===== src/rtl/ai_move_engine_if.sv =====
// ai_move_engine_if
//   This interface carries the handshake and bus between the board controller and
//   the tic-tac-toe move engine.
//   Signals:
//     board      - 2*N*N; cell i at [2i+1:2i], row-major (00 blank, 01 X, 10 O, 11 occupied)
//     start      - one-cycle request to compute a move
//     busy       - engine is working on a request
//     move_valid - a move is being offered
//     move_idx   - cell index of the offered move
//     move_kind  - 0 WIN, 1 BLOCK, 2 PREF, 3 FILL
//     move_ready - consumer accepts the offered move
//     board_full - one-cycle pulse when no blank cell exists
//   Modports: master = board controller, slave = move engine.
interface ai_move_engine_if #(
  parameter int N     = 3,
  parameter int IDX_W = $clog2(N*N)
);
  logic [2*N*N-1:0] board;
  logic             start;
  logic             busy;
  logic             move_valid;
  logic [IDX_W-1:0] move_idx;
  logic [1:0]       move_kind;
  logic             move_ready;
  logic             board_full;

  modport master (
    output board, start, move_ready,
    input  busy, move_valid, move_idx, move_kind, board_full
  );

  modport slave (
    input  board, start, move_ready,
    output busy, move_valid, move_idx, move_kind, board_full
  );
endinterface


===== src/rtl/ai_move_engine.sv =====
// ai_move_engine
//   This is the move generator for an N x N tic-tac-toe board. It plays the mark AI_MARK.
//   When start arrives, the engine snapshots the board. It then scans the lines one per
//   cycle, first looking for a win and then for a block. If neither is found, it tries the
//   preference cells: the center first, then the corners. As a last resort it takes the
//   first blank cell. The chosen move is offered on a valid/ready handshake.
//   Ports:
//     clk - system clock
//     rst - synchronous active-high reset
//     bus - ai_move_engine_if.slave (board, start, busy, move_valid, move_idx,
//           move_kind, move_ready, board_full)
module ai_move_engine #(
  parameter int         N       = 3,
  parameter logic [1:0] AI_MARK = 2'b10,
  parameter int         IDX_W   = $clog2(N*N)
) (
  input logic             clk,
  input logic             rst,
  ai_move_engine_if.slave bus
);
  localparam int         CELLS    = N*N;
  localparam int         L        = 2*N + 2;
  localparam int         LINE_W   = $clog2(L);
  localparam logic [1:0] OPP_MARK = (AI_MARK == 2'b01) ? 2'b10 : 2'b01;

  localparam logic [1:0] K_WIN   = 2'd0;
  localparam logic [1:0] K_BLOCK = 2'd1;
  localparam logic [1:0] K_PREF  = 2'd2;
  localparam logic [1:0] K_FILL  = 2'd3;

  typedef enum logic [2:0] {IDLE, SCAN_WIN, SCAN_BLOCK, PREF, FILL, OFFER} state_t;

  state_t             state;
  logic [2*CELLS-1:0] snap;
  logic [LINE_W-1:0]  line_cnt;
  logic [IDX_W-1:0]   cell_cnt;
  logic               busy_r;
  logic               valid_r;
  logic               full_r;
  logic [IDX_W-1:0]   idx_r;
  logic [1:0]         kind_r;

  // Cell index of position j on line l. The lines are ordered as follows: rows first,
  // then columns, then the main diagonal, then the anti-diagonal.
  function automatic int line_cell(input int l, input int j);
    if (l < N)             return l*N + j;
    else if (l < 2*N)      return j*N + (l - N);
    else if (l == 2*N)     return j*(N + 1);
    else                   return (j + 1)*(N - 1);
  endfunction

  // Returns {hit, blank_idx}. A hit means that N-1 cells hold mark mk and exactly one
  // cell is blank. Cells encoded 11 count as neither the mark nor blank.
  function automatic logic [IDX_W:0] line_hit(input logic [2*CELLS-1:0] b,
                                              input int l, input logic [1:0] mk);
    int               cnt;
    int               blanks;
    int               c;
    logic [IDX_W-1:0] pos;
    cnt    = 0;
    blanks = 0;
    pos    = '0;
    for (int j = 0; j < N; j++) begin
      c = line_cell(l, j);
      if (b[2*c +: 2] == mk) cnt++;
      else if (b[2*c +: 2] == 2'b00) begin
        blanks++;
        pos = IDX_W'(c);
      end
    end
    return {(cnt == N - 1) && (blanks == 1), pos};
  endfunction

  // Returns {found, idx}. The center is only a candidate on odd-sized boards.
  function automatic logic [IDX_W:0] pref_pick(input logic [2*CELLS-1:0] b);
    logic [IDX_W:0] r;
    r = '0;
    if ((N % 2 == 1) && (b[2*((CELLS-1)/2) +: 2] == 2'b00)) r = {1'b1, IDX_W'((CELLS-1)/2)};
    else if (b[0 +: 2] == 2'b00)                            r = {1'b1, IDX_W'(0)};
    else if (b[2*(N-1) +: 2] == 2'b00)                      r = {1'b1, IDX_W'(N-1)};
    else if (b[2*(CELLS-N) +: 2] == 2'b00)                  r = {1'b1, IDX_W'(CELLS-N)};
    else if (b[2*(CELLS-1) +: 2] == 2'b00)                  r = {1'b1, IDX_W'(CELLS-1)};
    return r;
  endfunction

  logic [IDX_W:0] win_res;
  logic [IDX_W:0] blk_res;
  logic [IDX_W:0] pref_res;
  logic           cell_blank;

  always_comb begin
    win_res    = line_hit(snap, int'(line_cnt), AI_MARK);
    blk_res    = line_hit(snap, int'(line_cnt), OPP_MARK);
    pref_res   = pref_pick(snap);
    cell_blank = (snap[2*int'(cell_cnt) +: 2] == 2'b00);
  end

  always_ff @(posedge clk) begin
    if (rst) begin
      state    <= IDLE;
      busy_r   <= 1'b0;
      valid_r  <= 1'b0;
      full_r   <= 1'b0;
      idx_r    <= '0;
      kind_r   <= '0;
      line_cnt <= '0;
      cell_cnt <= '0;
    end else begin
      full_r <= 1'b0;
      case (state)
        IDLE: begin
          // busy stays high for the board_full cycle and drops here.
          busy_r <= 1'b0;
          if (bus.start) begin
            snap     <= bus.board;
            line_cnt <= '0;
            busy_r   <= 1'b1;
            state    <= SCAN_WIN;
          end
        end
        SCAN_WIN: begin
          if (win_res[IDX_W]) begin
            idx_r   <= win_res[IDX_W-1:0];
            kind_r  <= K_WIN;
            valid_r <= 1'b1;
            state   <= OFFER;
          end else if (line_cnt == LINE_W'(L - 1)) begin
            line_cnt <= '0;
            state    <= SCAN_BLOCK;
          end else begin
            line_cnt <= line_cnt + LINE_W'(1);
          end
        end
        SCAN_BLOCK: begin
          if (blk_res[IDX_W]) begin
            idx_r   <= blk_res[IDX_W-1:0];
            kind_r  <= K_BLOCK;
            valid_r <= 1'b1;
            state   <= OFFER;
          end else if (line_cnt == LINE_W'(L - 1)) begin
            line_cnt <= '0;
            state    <= PREF;
          end else begin
            line_cnt <= line_cnt + LINE_W'(1);
          end
        end
        PREF: begin
          if (pref_res[IDX_W]) begin
            idx_r   <= pref_res[IDX_W-1:0];
            kind_r  <= K_PREF;
            valid_r <= 1'b1;
            state   <= OFFER;
          end else begin
            cell_cnt <= '0;
            state    <= FILL;
          end
        end
        FILL: begin
          if (cell_blank) begin
            idx_r   <= cell_cnt;
            kind_r  <= K_FILL;
            valid_r <= 1'b1;
            state   <= OFFER;
          end else if (cell_cnt == IDX_W'(CELLS - 1)) begin
            full_r <= 1'b1;
            state  <= IDLE;
          end else begin
            cell_cnt <= cell_cnt + IDX_W'(1);
          end
        end
        OFFER: begin
          if (bus.move_ready) begin
            valid_r <= 1'b0;
            busy_r  <= 1'b0;
            state   <= IDLE;
          end
        end
        default: state <= IDLE;
      endcase
    end
  end

  assign bus.busy       = busy_r;
  assign bus.move_valid = valid_r;
  assign bus.move_idx   = idx_r;
  assign bus.move_kind  = kind_r;
  assign bus.board_full = full_r;
endmodule

===== src/flat_wrapper.sv =====
// flat-port wrapper written by rule: the top's interface ports become plain ports
module ai_move_engine_flat 
#(
  parameter int         N       = 3,
  parameter logic [1:0] AI_MARK = 2'b10,
  parameter int         IDX_W   = $clog2(N*N)
)
  (clk, rst, bus_board, bus_start, bus_move_ready, bus_busy, bus_move_valid, bus_move_idx, bus_move_kind, bus_board_full);
  ai_move_engine_if #(.N(N), .IDX_W(IDX_W)) bus_i ();
  input logic clk;
  input logic rst;
  input wire logic [$bits(bus_i.board)-1:0] bus_board;
  input wire logic [$bits(bus_i.start)-1:0] bus_start;
  input wire logic [$bits(bus_i.move_ready)-1:0] bus_move_ready;
  output wire logic [$bits(bus_i.busy)-1:0] bus_busy;
  output wire logic [$bits(bus_i.move_valid)-1:0] bus_move_valid;
  output wire logic [$bits(bus_i.move_idx)-1:0] bus_move_idx;
  output wire logic [$bits(bus_i.move_kind)-1:0] bus_move_kind;
  output wire logic [$bits(bus_i.board_full)-1:0] bus_board_full;
  assign bus_i.board = bus_board;
  assign bus_i.start = bus_start;
  assign bus_i.move_ready = bus_move_ready;
  assign bus_busy = bus_i.busy;
  assign bus_move_valid = bus_i.move_valid;
  assign bus_move_idx = bus_i.move_idx;
  assign bus_move_kind = bus_i.move_kind;
  assign bus_board_full = bus_i.board_full;
  ai_move_engine #(.N(N), .AI_MARK(AI_MARK), .IDX_W(IDX_W)) u_core (.clk(clk), .rst(rst), .bus(bus_i));
endmodule

===== config.mk =====
export PLATFORM = sky130hd
export DESIGN_NAME = ai_move_engine_flat
export DESIGN_NICKNAME = d
export VERILOG_FILES = /design/src/rtl/ai_move_engine_if.sv /design/src/rtl/ai_move_engine.sv /design/src/flat_wrapper.sv
export SDC_FILE = /design/constraint.sdc
export NUM_CORES = 1
export LEC_CHECK = 0
export CORE_MARGIN = 5
export CORE_UTILIZATION = 30
export DETAILED_ROUTE_END_ITERATION = 12
export PLACE_DENSITY_LB_ADDON = 0.12
export SLEW_MARGIN = 10
export SYNTH_ARGS = -nofsm -noshare
export SYNTH_HDL_FRONTEND = slang
export SYNTH_SLANG_ARGS = --single-unit

===== constraint.sdc =====
create_clock -name clk -period 6.4 [get_ports clk]
set_clock_uncertainty 0.05 [all_clocks]
set_input_delay 1.6 -clock clk [delete_from_list [all_inputs] [get_ports clk]]
set_output_delay 1.6 -clock clk [all_outputs]
set_load 0.01 [all_outputs]

* Word level (Yosys, flattened, before mapping)
Cells that the tools add are included.
Storage, ports and cells: register bits after elaboration 37, input port bits 22, logic and storage cells 169, output and inout bits 9
Cells by class: $lt $le $gt $ge 2, multipliers 1, $add $sub $neg 15, bitwise gates (word level) 2, reduce and logical (&&, ||, !) cells 25, shifts and indexed selects 4, mux-type cells 79, equality and inequality tests 32
Operators by type and width (count):
- 2-to-1 mux 32 bit | 14
- adder 32 x 2 -> 32 bit (second input constant) | 6
- 2-to-1 mux 31 bit | 6
- indexed part select 18 x 32 -> 2 bit | 3
- 2-to-1 mux 4 bit | 19
- == test 32 x 2 -> 1 bit (second input constant) | 2
- == test 32 x 3 -> 1 bit (second input constant) | 2
- 2-to-1 mux 3 bit | 12
- adder 31 x 2 -> 31 bit (second input constant) | 1
- adder 31 x 3 -> 31 bit (second input constant) | 1
- 2-to-1 mux 5 bit | 5
- logical NOT 2 bit | 9
- one-hot mux 3 bit (6 select lines) | 1
- indexed part select 18 x 6 -> 2 bit | 1
- one-hot mux 4 bit (4 select lines) | 1
- inequality test 2 bit (second input constant) | 7
- 2-to-1 mux 1 bit | 11
- 2-to-1 mux 2 bit | 5
- AND reduction 5 bit | 2
- == test 3 x 2 -> 1 bit (second input constant) | 3
- == test 3 bit (second input constant) | 3
- inequality test 3 x 1 -> 1 bit (second input constant) | 3
- one-hot mux 3 bit (3 select lines) | 1
- inequality test 2 x 1 -> 1 bit (second input constant) | 4
- other kinds (29) | 38

* Depth between registers and ports, before layout
depth in word-level cells 18, gate-level depth with buffers 23

* Worst setup path after synthesis
Ideal clock, no wire load.
kind register to register, start point reg u_core.line_cnt[0], end point reg u_core.idx_r[0] (netlist: u_core.bus.move_idx[0]), data required time 6229 ps, setup time 121 ps, arrival 5666 ps, setup slack 562 ps, buffers on the path 3, stages on the path, launching flop included 22, period minus slack after synthesis 5838 ps, cells stage by stage dfxtp_1 buf_2 buf_1 inv_1 ha_1 inv_1 ha_1 a21o_1 a311o_1 a2111oi_0 o22a_1 clkbuf_1 ha_1 nand2_1 nand2_1 ha_1 or2_2 or4_4 and3_4 o31a_1 nor3_4 mux2_4
Between the ends: longest elaborated chain between the ends 18, elaborated cells on any way between the ends 77, those cells by class add/sub (13); mul (1); order compare (2); eq/ne (13); shift (3); mux (39); reduce/logical (6)
Ends and longest elaborated chain:
- start: declaration | RTL line ai_move_engine.sv:35 | logic [LINE_W-1:0] line_cnt;
- start signal: assignment | RTL line ai_move_engine.sv:131 | line_cnt <= line_cnt + LINE_W'(1);
- start signal: assignment | RTL line ai_move_engine.sv:144 | line_cnt <= line_cnt + LINE_W'(1);
- branches (longest 18 deep; another with adder 32 x 2 -> 32 bit)
- end signal: assignment | RTL line ai_move_engine.sv:123 | idx_r <= win_res[IDX_W-1:0];
- end signal: assignment | RTL line ai_move_engine.sv:136 | idx_r <= blk_res[IDX_W-1:0];
- end signal: assignment | RTL line ai_move_engine.sv:149 | idx_r <= pref_res[IDX_W-1:0];
- end: declaration | RTL line ai_move_engine.sv:40 | logic [IDX_W-1:0] idx_r;
Several ways; the timed one is not identified. The select of a mux whose other input is x is not followed. A chain may end at the register's enable or synchronous reset.

* Worst setup path in the final report
start point reg u_core.line_cnt[2], end point reg u_core.idx_r[0] (netlist: u_core.bus.move_idx[0])
The elaborated chain is that of the path after synthesis.

==> metrics.csv <==
stage,metric,value,unit
synth,Yosys reg bits,37,
synth,Post-Synth Simple-Gate Area,25.2,%
sta,Slew Limit Fails,0,
place,Routability Congestion,0.899,
synth,Post-Synth XOR/XNOR Area,1.18,%
cells_and_area,layout cells sized above 1,10.7,%
clock_tree,clock insertion delay at the later pin of the skew report,280,ps
synth,Area contributors post-synth,"edfxtp_1 (15%), dfxtp_1 (10%), ha_1 (8.1%)",
clock_tree,Num CTS Buffers,5,
critical_path,Critical-path top delay cell,dfxtp_1,
critical_path,Crit path max-delay family,simple AND/OR/NAND/NOR gates,
synth,Synth top cells by count,"nand2_1 (43), nor2_1 (33), a21oi_1 (26), ha_1 (24)",
synth,adder-cell share of the synthesized area,8.62,%
clock_tree,CTS resizes,0,
grt,largest net degree at the start of global routing,35,
flow_run,max cap viols,0,
cells_and_area,final net count,515,
synth,Syn Nets,488,
cells_and_area,fill cell count,1252,
floorplanning,chip height,121,um
clock_tree,CTS tree,done,
critical_path,critical path type,flop to flop,
synth,asr flop ratio synth,0,%
drt,Top Layer Used,met4,
grt,first-pass GRT wire length,18.2,mm
synth,sequential cell area fraction in the yosys report,24.8,%
run_status,status,"complete, no violations",
floorplanning,I/O pins,31,
floorplanning,Cell Rows,40,
sta,endpoints failing setup,0,
floorplanning,Initial Utilization,30.8,%
grt,initial antenna violation count,0,
synth,number of synthesized flops with an enable pin,18,
clock_tree,Worst-path clk slew,60,ps
power,leak pwr,1.62,nW
drt,residual DRC count,0,
drt,DR WL met3,458,um
synth,Synth Instances,441,
critical_path,worst-path maximum fanout,19,
sta,final hold slack,432,ps
drt,DRT antenna net count,0,
place,count of input and output buffers,30,
critical_path,max incr delay on CP,760,ps
grt,GR Util All Layers,15.7,%
power,Pwr Density,345,nW/um^2
cells_and_area,Area growth syn-to-layout,17.5,%
synth,Mapped Avg Cell Area,8.42,um^2
drt,via count,3503,
sta,max_slew headroom,46.7,%
drt,met1 WL,5.48,mm
critical_path,critical path cell sequence,inv_1 -> ha_1 -> buf_4 -> or3_4 -> a21bo_2 -> a211oi_1 -> nor4_1 -> buf_4 -> a211oi_2 -> nor2_1 -> ha_1 -> nand2_1 -> nand2_1 -> ha_1 -> or2_2 -> or4_4 -> and3_4 -> o31a_1 -> nor3_4 -> mux2_4,
sta,Tcrit/Tclk final,92.3,%
grt,number of global-route vias before repair,3346,
drt,Wirelength per Cell,18.0,um
synth,"Top FF cell, synth",dfxtp_1,
worst_hold_path,HP Class,flop to flop,
sta,Fin Setup TNS,0,ps
synth,Yosys Warn Count,0,
synth,cell with the most instances after synthesis,nand2_1,
clock_tree,H-tree levels,2,
sta,Fin. Hold Viols,0,
sta,unrepaired setup endpoints after global routing,false,
drt,Vias per Instance,5.50,
power,peak supply drop,166,uV
synth,post-synth top area share,14.6,%
sta,Slew @ Worst Pin,798,ps
clock_tree,Max Root-Sink Buffers,2,
critical_path,Critical Path Source Type,flop,
synth,synthesized cell area,3710,um^2
drt,routed wl met2,5.32,mm
floorplanning,full die area,14700,um^2
critical_path,Critical Path End Type,flop,
critical_path,"Data required, critical path",6520,ps
cells_and_area,ant diodes,0,
floorplanning,chip width,121,um
synth,compound-cell area share of the yosys netlist,27.6,%
power,overall power,0.00151,W
sta,fin crit period,5910,ps
grt,global route overflow,0,
sta,Fmax achieved,169,MHz
drt,detailed router's first-iteration violation count,197,
clock_tree,CTS Root Cell,clkbuf_16,
clock_tree,CTS Sinks,37,
drt,drt total wl,11.4,mm
synth,post-synth cell types,85,
place,DP HPWL,9.12,mm
synth,largest family of logic cells by synthesized area,compound AO/OA/AOI/OAI gates,
critical_path,most frequent CP cell,ha_1,
floorplanning,core area,12100,um^2
clock_tree,post-CTS setup buffer count,0,
clock_tree,hold_buf cts,0,
synth,"area leader, netlist",edfxtp_1,
synth,multiplexer area fraction after synthesis,8.12,%
critical_path,Worst Path Arrival,6030,ps
drt,first-pass detailed-route iteration total,4,
critical_path,Buf/Inv on CP,3,
[where the power goes]
part           internal, W  switching [W]  total (W)
Sequential        0.000288      0.0000481   0.000337
Clock             0.000185       0.000102   0.000287
Combinational     0.000378       0.000506   0.000884
Total             0.000851       0.000656    0.00151
[layout by cell type (no fill, tap or decap), types with 12 or more instances in the layout]
cell type	instances
clkdlybuf4s50_1	30
and2_1	14
mux2i_1	14
o21ai_0	19
nor2_1	33
dfxtp_1	19
edfxtp_1	18
ha_1	24
nor3_1	12
nand2_1	43
a21oi_1	26
inv_1	14
[worst register-to-register path, delay by kind of cell (launching register included)]
family | cells | cell delay [ps]
buf+inv | 3 | 590
simple gates | 9 | 1920
fa+ha+maj | 3 | 1070
compound gates | 4 | 1070
mux | 1 | 330
flops | 1 | 760
[logic make-up after synthesis]
kind of cell,after synthesis
adder cells (fa/ha/maj),25
AND/OR/NAND/NOR,174
AO/OA/AOI/OAI,140
multiplexers,24
XOR/XNOR,5
buffers and inverters,36
flip-flops,37
[sequential cells by signal, summed over array words and instances (netlist names)]
register,flops
u_core.bus.board_full,1
u_core.bus.busy,1
u_core.bus.move_idx,4
u_core.bus.move_kind,2
u_core.bus.move_valid,1
u_core.cell_cnt,4
u_core.line_cnt,3
u_core.snap,18
u_core.state,3
[layout make-up]
cell class	count	area, um^2	share of cell area (%)
Multi-Input combinational cell	368	2630	60.3
Sequential cell	37	921	21.1
Timing Repair Buffer	40	375	8.60
Tap cell	168	210	4.82
Clock buffer	6	129	2.95
Inverter	16	60.1	1.38
Clock inverter	2	38.8	0.889
[per-stage QoR]
stage                     util [%]  instances  setup slack [ps]  instance area (um^2)
after CTS                     36.2        637               481                  4360
after floorplan                  -        441               562                  3710
after detailed placement      34.8        629               506                  4200
after global routing          36.2        637               113                  4360
final                         36.2        637               495                  4360
after global placement        34.8        629               557                  4200
[metal layers]
metal	vias to the layer above	track usage, %
met1	1664	22.1
met3	10	2.19
li1	1740	-
met5	-	0
met4	0	3.85
met2	89	25.5
[worst paths after layout]
kind,end,cells past startpoint,slack [ps],from
min,u_core.bus.move_idx[2]$_SDFFE_PP0P_,2,430,u_core.bus.move_idx[2]$_SDFFE_PP0P_
max reg2reg,u_core.bus.move_idx[0]$_SDFFE_PP0P_,20,490,u_core.line_cnt[2]$_SDFFE_PP0P_
min reg2reg,u_core.bus.move_idx[2]$_SDFFE_PP0P_,2,430,u_core.bus.move_idx[2]$_SDFFE_PP0P_
max,u_core.bus.move_idx[0]$_SDFFE_PP0P_,20,490,u_core.line_cnt[2]$_SDFFE_PP0P_
Note: power is estimated with default switching activity, not from simulation.
